[config.mk]
export PLATFORM = sky130hd
export DESIGN_NAME = peaks_readout_bridge
export DESIGN_NICKNAME = d
export VERILOG_FILES = /design/src/rtl/peaks_readout_bridge.sv
export SDC_FILE = /design/constraint.sdc
export NUM_CORES = 1
export LEC_CHECK = 0
export ABC_AREA = 1
export ABC_CLOCK_PERIOD_IN_PS = 2200
export CORE_AREA = 5 5 213 215
export CTS_CLUSTER_DIAMETER = 150
export DETAILED_ROUTE_END_ITERATION = 8
export DIE_AREA = 0 0 218 220
export PLACE_DENSITY = 0.71
export SKIP_LAST_GASP = 1
export SYNTH_ARGS = -nofsm -noshare
export SYNTH_HDL_FRONTEND = slang
export SYNTH_SLANG_ARGS = --single-unit
[constraint.sdc]
create_clock -name clk -period 2.2 [get_ports clk]
set_input_delay 0.44 -clock clk [delete_from_list [all_inputs] [get_ports clk]]
set_output_delay 0.44 -clock clk [all_outputs]
set_load 0.01 [all_outputs]
[src/rtl/peaks_readout_bridge.sv]
// Host readout bridge: captures peak frames into a latest bank and exposes a host-frozen
// snapshot bank, status, dropped-frame count and interrupt over an 8-bit byte-addressed bus.
module peaks_readout_bridge #(
    parameter int unsigned PEAKS      = 6,
    parameter int unsigned TIME_BYTES = 4,
    parameter int unsigned FREQ_BYTES = 1,
    parameter int unsigned AMPL_BYTES = 3,
    parameter int unsigned ADDR_W     = 8,
    parameter logic [7:0]  MAGIC      = 8'h5A
) (
    input  logic                           clk,
    input  logic                           reset,
    input  logic                           peaks_valid,
    input  logic [8*TIME_BYTES-1:0]        counter_in,
    input  logic [PEAKS*8*FREQ_BYTES-1:0]  freqs_in,
    input  logic [PEAKS*8*AMPL_BYTES-1:0]  ampls_in,
    input  logic                           chipselect,
    input  logic                           write,
    input  logic [ADDR_W-1:0]              address,
    input  logic [7:0]                     writedata,
    output logic [7:0]                     readdata,
    output logic                           irq
);

    localparam int unsigned TW        = 8 * TIME_BYTES;
    localparam int unsigned FW        = 8 * FREQ_BYTES;
    localparam int unsigned AW        = 8 * AMPL_BYTES;
    localparam int unsigned TIME_BASE = 4;
    localparam int unsigned FREQ_BASE = TIME_BASE + TIME_BYTES;
    localparam int unsigned AMPL_BASE = FREQ_BASE + PEAKS * FREQ_BYTES;
    localparam int unsigned MAP_SIZE  = 2 ** ADDR_W;

    logic [TW-1:0]       latest_cnt_q, latest_cnt_d;
    logic [PEAKS*FW-1:0] latest_freqs_q, latest_freqs_d;
    logic [PEAKS*AW-1:0] latest_ampls_q, latest_ampls_d;
    logic [TW-1:0]       snap_cnt_q, snap_cnt_d;
    logic [PEAKS*FW-1:0] snap_freqs_q, snap_freqs_d;
    logic [PEAKS*AW-1:0] snap_ampls_q, snap_ampls_d;
    logic                pending_q, pending_d;
    logic [7:0]          dropped_q, dropped_d;
    logic                auto_q, auto_d;
    logic                irq_en_q, irq_en_d;
    logic                irq_q, irq_d;
    logic [7:0]          readdata_q, readdata_d;

    logic                ctrl_wr;
    logic                snap_cmd;
    logic [7:0]          data_bytes [MAP_SIZE];
    logic                unused_wdata;

    assign unused_wdata = ^writedata[7:3];

    always_comb begin
        ctrl_wr        = chipselect && write && (address == ADDR_W'(2));
        snap_cmd       = ctrl_wr && writedata[0];
        latest_cnt_d   = latest_cnt_q;
        latest_freqs_d = latest_freqs_q;
        latest_ampls_d = latest_ampls_q;
        snap_cnt_d     = snap_cnt_q;
        snap_freqs_d   = snap_freqs_q;
        snap_ampls_d   = snap_ampls_q;
        pending_d      = pending_q;
        dropped_d      = dropped_q;
        auto_d         = auto_q;
        irq_en_d       = irq_en_q;

        if (snap_cmd) begin
            snap_cnt_d   = latest_cnt_q;
            snap_freqs_d = latest_freqs_q;
            snap_ampls_d = latest_ampls_q;
            pending_d    = 1'b0;
            dropped_d    = 8'h00;
        end
        if (ctrl_wr) begin
            auto_d   = writedata[1];
            irq_en_d = writedata[2];
        end
        // Capture uses the mode in force before any concurrent CTRL write.
        if (peaks_valid) begin
            latest_cnt_d   = counter_in;
            latest_freqs_d = freqs_in;
            latest_ampls_d = ampls_in;
            if (auto_q) begin
                snap_cnt_d   = counter_in;
                snap_freqs_d = freqs_in;
                snap_ampls_d = ampls_in;
            end else begin
                pending_d = 1'b1;
                if (pending_q && !snap_cmd && (dropped_q != 8'hFF)) begin
                    dropped_d = dropped_q + 8'd1;
                end
            end
        end
        irq_d = pending_d & irq_en_d;
    end

    // Big-endian byte view of the snapshot bank, indexed directly by bus address.
    always_comb begin
        for (int i = 0; i < MAP_SIZE; i++) begin
            data_bytes[i] = 8'h00;
        end
        for (int b = 0; b < TIME_BYTES; b++) begin
            data_bytes[ADDR_W'(TIME_BASE + b)] = snap_cnt_q[(TIME_BYTES - 1 - b) * 8 +: 8];
        end
        for (int p = 0; p < PEAKS; p++) begin
            for (int k = 0; k < FREQ_BYTES; k++) begin
                data_bytes[ADDR_W'(FREQ_BASE + p * FREQ_BYTES + k)] =
                    snap_freqs_q[p * FW + (FREQ_BYTES - 1 - k) * 8 +: 8];
            end
            for (int k = 0; k < AMPL_BYTES; k++) begin
                data_bytes[ADDR_W'(AMPL_BASE + p * AMPL_BYTES + k)] =
                    snap_ampls_q[p * AW + (AMPL_BYTES - 1 - k) * 8 +: 8];
            end
        end
    end

    always_comb begin
        readdata_d = readdata_q;
        if (chipselect && !write) begin
            case (address)
                ADDR_W'(0): readdata_d = {5'b0, irq_en_q, auto_q, pending_q};
                ADDR_W'(1): readdata_d = dropped_q;
                ADDR_W'(2): readdata_d = {5'b0, irq_en_q, auto_q, 1'b0};
                ADDR_W'(3): readdata_d = MAGIC;
                default:    readdata_d = data_bytes[address];
            endcase
        end
    end

    always_ff @(posedge clk) begin
        if (reset) begin
            latest_cnt_q   <= '0;
            latest_freqs_q <= '0;
            latest_ampls_q <= '0;
            snap_cnt_q     <= '0;
            snap_freqs_q   <= '0;
            snap_ampls_q   <= '0;
            pending_q      <= 1'b0;
            dropped_q      <= 8'h00;
            auto_q         <= 1'b0;
            irq_en_q       <= 1'b0;
            irq_q          <= 1'b0;
            readdata_q     <= 8'h00;
        end else begin
            latest_cnt_q   <= latest_cnt_d;
            latest_freqs_q <= latest_freqs_d;
            latest_ampls_q <= latest_ampls_d;
            snap_cnt_q     <= snap_cnt_d;
            snap_freqs_q   <= snap_freqs_d;
            snap_ampls_q   <= snap_ampls_d;
            pending_q      <= pending_d;
            dropped_q      <= dropped_d;
            auto_q         <= auto_d;
            irq_en_q       <= irq_en_d;
            irq_q          <= irq_d;
            readdata_q     <= readdata_d;
        end
    end

    assign readdata = readdata_q;
    assign irq      = irq_q;

endmodule

Yosys cells after proc, flatten, opt, wreduce, memory -nomap -nowiden
Cells that the tools add are included.
{"block": "word_totals", "ff_bits": 468, "inputBits": 245, "out_inout_bits": 9, "word_cells": 50}
{"block": "op_classes", "add_sub_neg": 1, "magnitude_cmp": 1, "n_eq_ne": 4, "n_mux": 21, "bitwise": 2, "n_reduce_logical": 9}
{"op": "144-bit two-way mux", "count": 3}
{"op": "48-bit two-way mux", "count": 3}
{"op": "32-bit two-way mux", "count": 3}
{"op": "8-bit binary-select mux with 8-bit select", "count": 1}
{"op": "8-bit two-way mux", "count": 6}
{"op": "8-bit case mux with 4 select lines", "count": 1}
{"op": "8-bit by 2-bit == test with 1-bit output (second input constant)", "count": 2}
{"op": "9-bit >= comparator (second input constant)", "count": 1}
{"op": "8-bit inverter with 9-bit output", "count": 1}
{"op": "8-bit by 1-bit adder with 8-bit output (second input constant)", "count": 1}
{"op": "8-bit by 1-bit == test with 1-bit output (second input constant)", "count": 1}
{"op": "8-bit logical NOT", "count": 1}
{"op": "8-bit != test (second input constant)", "count": 1}
{"op": "1-bit logical AND", "count": 6}
{"op": "1-bit two-way mux", "count": 4}
{"op": "1-bit logical NOT", "count": 2}
{"op": "1-bit AND", "count": 1}

Depth between registers and ports, before layout
Gate-level depths: netlist of run 1.
{"block": "depth", "word_depth": 9, "ltp_mapped": 12, "ltp_nobuf": 11}

Least setup slack after synthesis of run 1
Ideal clock, no wire load.
{"block": "synth_path", "kind": "input -> register", "startpoint": "in address[3]", "endpoint": "reg snap_cnt_q[3]", "setup_ps": 132, "t_arrival_ps": 1728, "t_required_ps": 2068, "path_slack_ps": 340, "cell_stages": 9, "path_buffers": 3, "cell_sequence": "buf_6 -> nor2_8 -> inv_2 -> nor3_4 -> nand3_2 -> buf_2 -> buf_2 -> o211ai_1 -> a21oi_1"}
{"block": "synth_via", "elab_chain_len": 6}
{"item": "start, declared", "line_no": "19", "rtl": "input logic [ADDR_W-1:0] address,"}
{"item": "8-bit by 2-bit == test with 1-bit output (*)", "line_no": "54", "rtl": "ctrl_wr = chipselect && write && (address == ADDR_W'(2));"}
{"item": "1-bit logical AND (*)", "line_no": "54"}
{"item": "1-bit logical AND (*)", "line_no": "55", "rtl": "snap_cmd = ctrl_wr && writedata[0];"}
{"item": "32-bit two-way mux (*)", "line_no": "67", "rtl": "if (snap_cmd) begin"}
{"item": "32-bit two-way mux", "line_no": "83", "rtl": "if (auto_q) begin"}
{"item": "32-bit two-way mux (*)", "line_no": "79", "rtl": "if (peaks_valid) begin"}
{"item": "end signal, assigned", "line_no": "148", "rtl": "snap_cnt_q <= snap_cnt_d;"}
{"item": "end, declared", "line_no": "36", "rtl": "logic [TW-1:0] snap_cnt_q, snap_cnt_d;"}
Mark *: on every way between the ends. The rest lies on a longest branch, timed or not.
A chain may end at the register's enable or synchronous reset.

Worst setup path in the final report of run 1
{"block": "layout_path", "startpoint": "reg readdata_q[2], in the netlist readdata[2]", "endpoint": "out readdata[2]"}
{"item": "start, declared", "line_no": "44", "rtl": "logic [7:0] readdata_q, readdata_d;"}
{"item": "start signal, assigned", "line_no": "156", "rtl": "readdata_q <= readdata_d;"}
{"item": "end, declared", "line_no": "21", "rtl": "output logic [7:0] readdata,"}
No word-level cell between the ends.

==> results_dict.tcl, run 1 <==
set metrics [dict create \
    multi_input_area_um2 9320 \
    ys_ff_latch 468 \
    clkTransAtPathRegs_ns 0.06 \
    synth-seq-area-share_pct 43.9 \
    synthCells 3169 \
    nets 3557 \
    firstDrtPassIters 6 \
    crit_path_start_kind "flop" \
    seq_area_um2 9370 \
    numPortBuffers 248 \
    synth.area.mux_share_pct 0 \
    synth_compound_area_share_pct 26.2 \
    final.fill_count 3965 \
    post-route-min-period_ns 2.00 \
    final_cell_mix "nand2_1 (689), dfxtp_1 (467), o21ai_0 (451), a21oi_1 (431), inv_1 (418)" \
    synth_top_family_by_area "compound AO/OA/AOI/OAI gates" \
    final_area_um2 26300 \
    synth_xor_area_share_pct 0.0820 \
    yosys.area.top_type "dfxtp_1" \
    postRouteAntennaNets 0 \
    p_per_area_nw_per_um2 721 \
    final_common_cell "nand2_1" \
    post-route-util_pct 60.3 \
    fin_total_pwr_mw 18.9 \
    vias_per_cell 5.34 \
    critPathMaxFanout 2 \
    avgSynthCellArea_um2 6.74 \
    cp.arrival_ns 1.56 \
    worstPathCellList "clkdlybuf4s50_1" \
    tightest_slew_ns 1.01 \
    cts-root-buf "clkbuf_16" \
    grt_pass1_wl_um 103000 \
    clock_path_buffers 3 \
    post-cts-setup-buffer-count 0 \
    ios 254 \
    maxCapViolations 0 \
    die_h_um 220 \
    drt_iter0_drc 1861 \
    start_util_pct 49.0 \
    ctsHoldBuffers 0 \
    cts_sinks 468 \
    grt_pass1_vias 19900 \
    ys_warn_count 0 \
    fp.coreArea_um2 43500 \
    dieArea_um2 48000 \
    place_hpwl_um 42400 \
    final.period_utilization_pct 90.8 \
    synthAdderAreaFrac_pct 0.0586 \
    placedInstanceArea_um2 24700 \
    max_freq_ghz 0.500 \
    clkLatencyLatePin_ns 0.58 \
    crit_family "buffers and inverters" \
    htreeDepth 2 \
    vias 21100 \
    synth.cell_area_um2 21400 \
    final-hold-violation-count 0 \
    min_path_type "primary input to flop" \
    drc 0 \
    leakage_nw 11.8 \
    drt_wl_total_um 64700 \
    die_x_um 218 \
    slew_viol_final 0 \
    worst_clock_skew_ns 0.0222 \
    yosysUniqueCellTypes 25 \
    overflow 0 \
    hold_ws_ns 0.362 \
    synthTopCellsByArea "dfxtp_1 (44%), nand2_1 (12%), o21ai_0 (11%), a21oi_1 (10%), inv_1 (7.4%)" \
    syn_nets 3415 \
    critPathKind "flop to output pin" \
    place_congestion 0.920 \
    cts_tree "built" \
    avgRoutedWirePerCell_um 16.4 \
    critPathSlowestCell "clkdlybuf4s50_1" \
    end_kind "output pin" \
    area.growth.synth_to_final_pct 23.0 \
    grt_usage_pct 26.0 \
    setup_viol 0 \
    post_synth_and_or_nand_nor_area_fraction_pct 17.3 \
    drive_above_1_share_pct 5.23 \
    rsz0062_at_grt "false" \
    worst_ep_required_time_ns 1.76 \
    max-vdd-ir-drop_mv 0.530 \
    row_count 77 \
    cts_made_buffers 49 \
    antenna_found_initial 4 \
    cts_resized 0 \
    grt_max_degree 178 \
    synth_top_area_share_pct 43.9 \
    relSlewSlack_pct 32.4 \
    outcome "complete, no violations" \
    cpPeakStageDelay_ns 0.65 \
    crit_buf_inv 1 \
]
==> power breakdown <==
| group | internal [mW] | leakage, nW | switching, mW | total (mW) |
|---|---|---|---|---|
| logic | 0.762 | 7.15 | 1.02 | 1.78 |
| clock network | 4.90 | 0.789 | 3.36 | 8.27 |
| registers | 8.79 | 3.83 | 0.103 | 8.89 |
==> per-stage QoR <==
stage / cells / TNS (ns) / setup WS, ns
after floorplan: 3169 / 0 / 0.340
after global placement: 3852 / -14.67 / -0.146
after detailed placement: 3852 / -22.88 / -0.180
after CTS: 3940 / 0 / 0.175
after global routing: 3942 / 0 / 0.119
final: 3944 / 0 / 0.202
==> worst reg2reg max path: cells and delay by family, from the launching register on <==
| family | cells | cell delay [ns] |
|---|---|---|
| AOI/OAI and AO/OA | 1 | 0.07 |
| adders and majority gates | 1 | 0.21 |
| buffers and inverters | 1 | 0.15 |
| DFF | 1 | 0.38 |
| and+or+nand+nor | 6 | 0.74 |
==> final timing paths <==
path | start | end | slack, ns | cells after the start
max | readdata[2]$_SDFFE_PP0P_ | readdata[2] | 0.20 | 1
max reg2reg | dropped_q[0]$_SDFF_PP0_ | dropped_q[0]$_SDFF_PP0_ | 0.52 | 9
min | reset | latest_ampls_q[143]$_SDFFE_PP0P_ | 0.36 | 4
min reg2reg | latest_freqs_q[21]$_SDFFE_PP0P_ | latest_freqs_q[21]$_SDFFE_PP0P_ | 0.45 | 2
==> cells by family (layout without fill, tap and decap cells) <==
family	after synthesis	after routing
DFF	468	468
xor gates and xnor gates	2	2
and+or+nand+nor	938	938
adders and majority gates	1	1
buffers and inverters	668	847
AOI/OAI and AO/OA	1092	1092
other	0	4
==> Yosys cell counts <==
cell and count:
inv_1 422, nand4_1 10, nor3_4 1, nor2_2 1
nor2_1 150, inv_2 2, buf_1 35, and3_1 1
nor2_8 1, nand2_1 690, buf_6 16, nand3_1 79
buf_2 31, o21ai_0 451, clkbuf_1 156, a21oi_1 431
xor2_1 2, nand3_2 1, o21ai_1 162, buf_4 1
nor3_1 4, clkbuf_2 5, o211ai_1 48, ha_1 1
dfxtp_1 468
==> sequential cells by signal (all words and copies together) (netlist names) <==
name,count
readdata,8
irq,1
dropped_q,8
pending_q,1
snap_ampls_q,144
snap_freqs_q,48
irq_en_q,1
latest_cnt_q,32
auto_q,1
snap_cnt_q,32
latest_freqs_q,48
latest_ampls_q,144
==> metal layers <==
layer / vias up / track usage (%) / share of wire [%]
met3: 106 / 4.27 / 7.6
met4: 4 / 8.56 / 2.8
met1: 9730 / 34.9 / 43
met5: - / 0 / 0.048
met2: 719 / 43.1 / 46
li1: 10500 / - / -
==> area by class of cell <==
type,instances,share of cell area [%]
Timing Repair Buffer,335,13.8
Antenna cell,4,0.0381
Sequential cell,468,35.7
Tap cell,592,2.82
Clock inverter,12,0.529
Multi-Input combinational cell,2033,35.5
Inverter,424,6.13
Clock buffer,76,5.56
Power figures use the tool's default switching activity.
==> inputs of run 2 (changes only) <==
--- a/config.mk
+++ b/config.mk
@@ -8,7 +8,7 @@
 export ABC_AREA = 1
 export ABC_CLOCK_PERIOD_IN_PS = 2200
 export CORE_AREA = 5 5 213 215
-export CTS_CLUSTER_DIAMETER = 150
+export CTS_CLUSTER_DIAMETER = 120
 export DETAILED_ROUTE_END_ITERATION = 8
 export DIE_AREA = 0 0 218 220
 export PLACE_DENSITY = 0.71
@@ -16,3 +16,4 @@
 export SYNTH_ARGS = -nofsm -noshare
 export SYNTH_HDL_FRONTEND = slang
 export SYNTH_SLANG_ARGS = --single-unit
+export TNS_END_PERCENT = 10
==> results of run 2 <==
Final layout, timing and power as in run 1 (identical DEF).
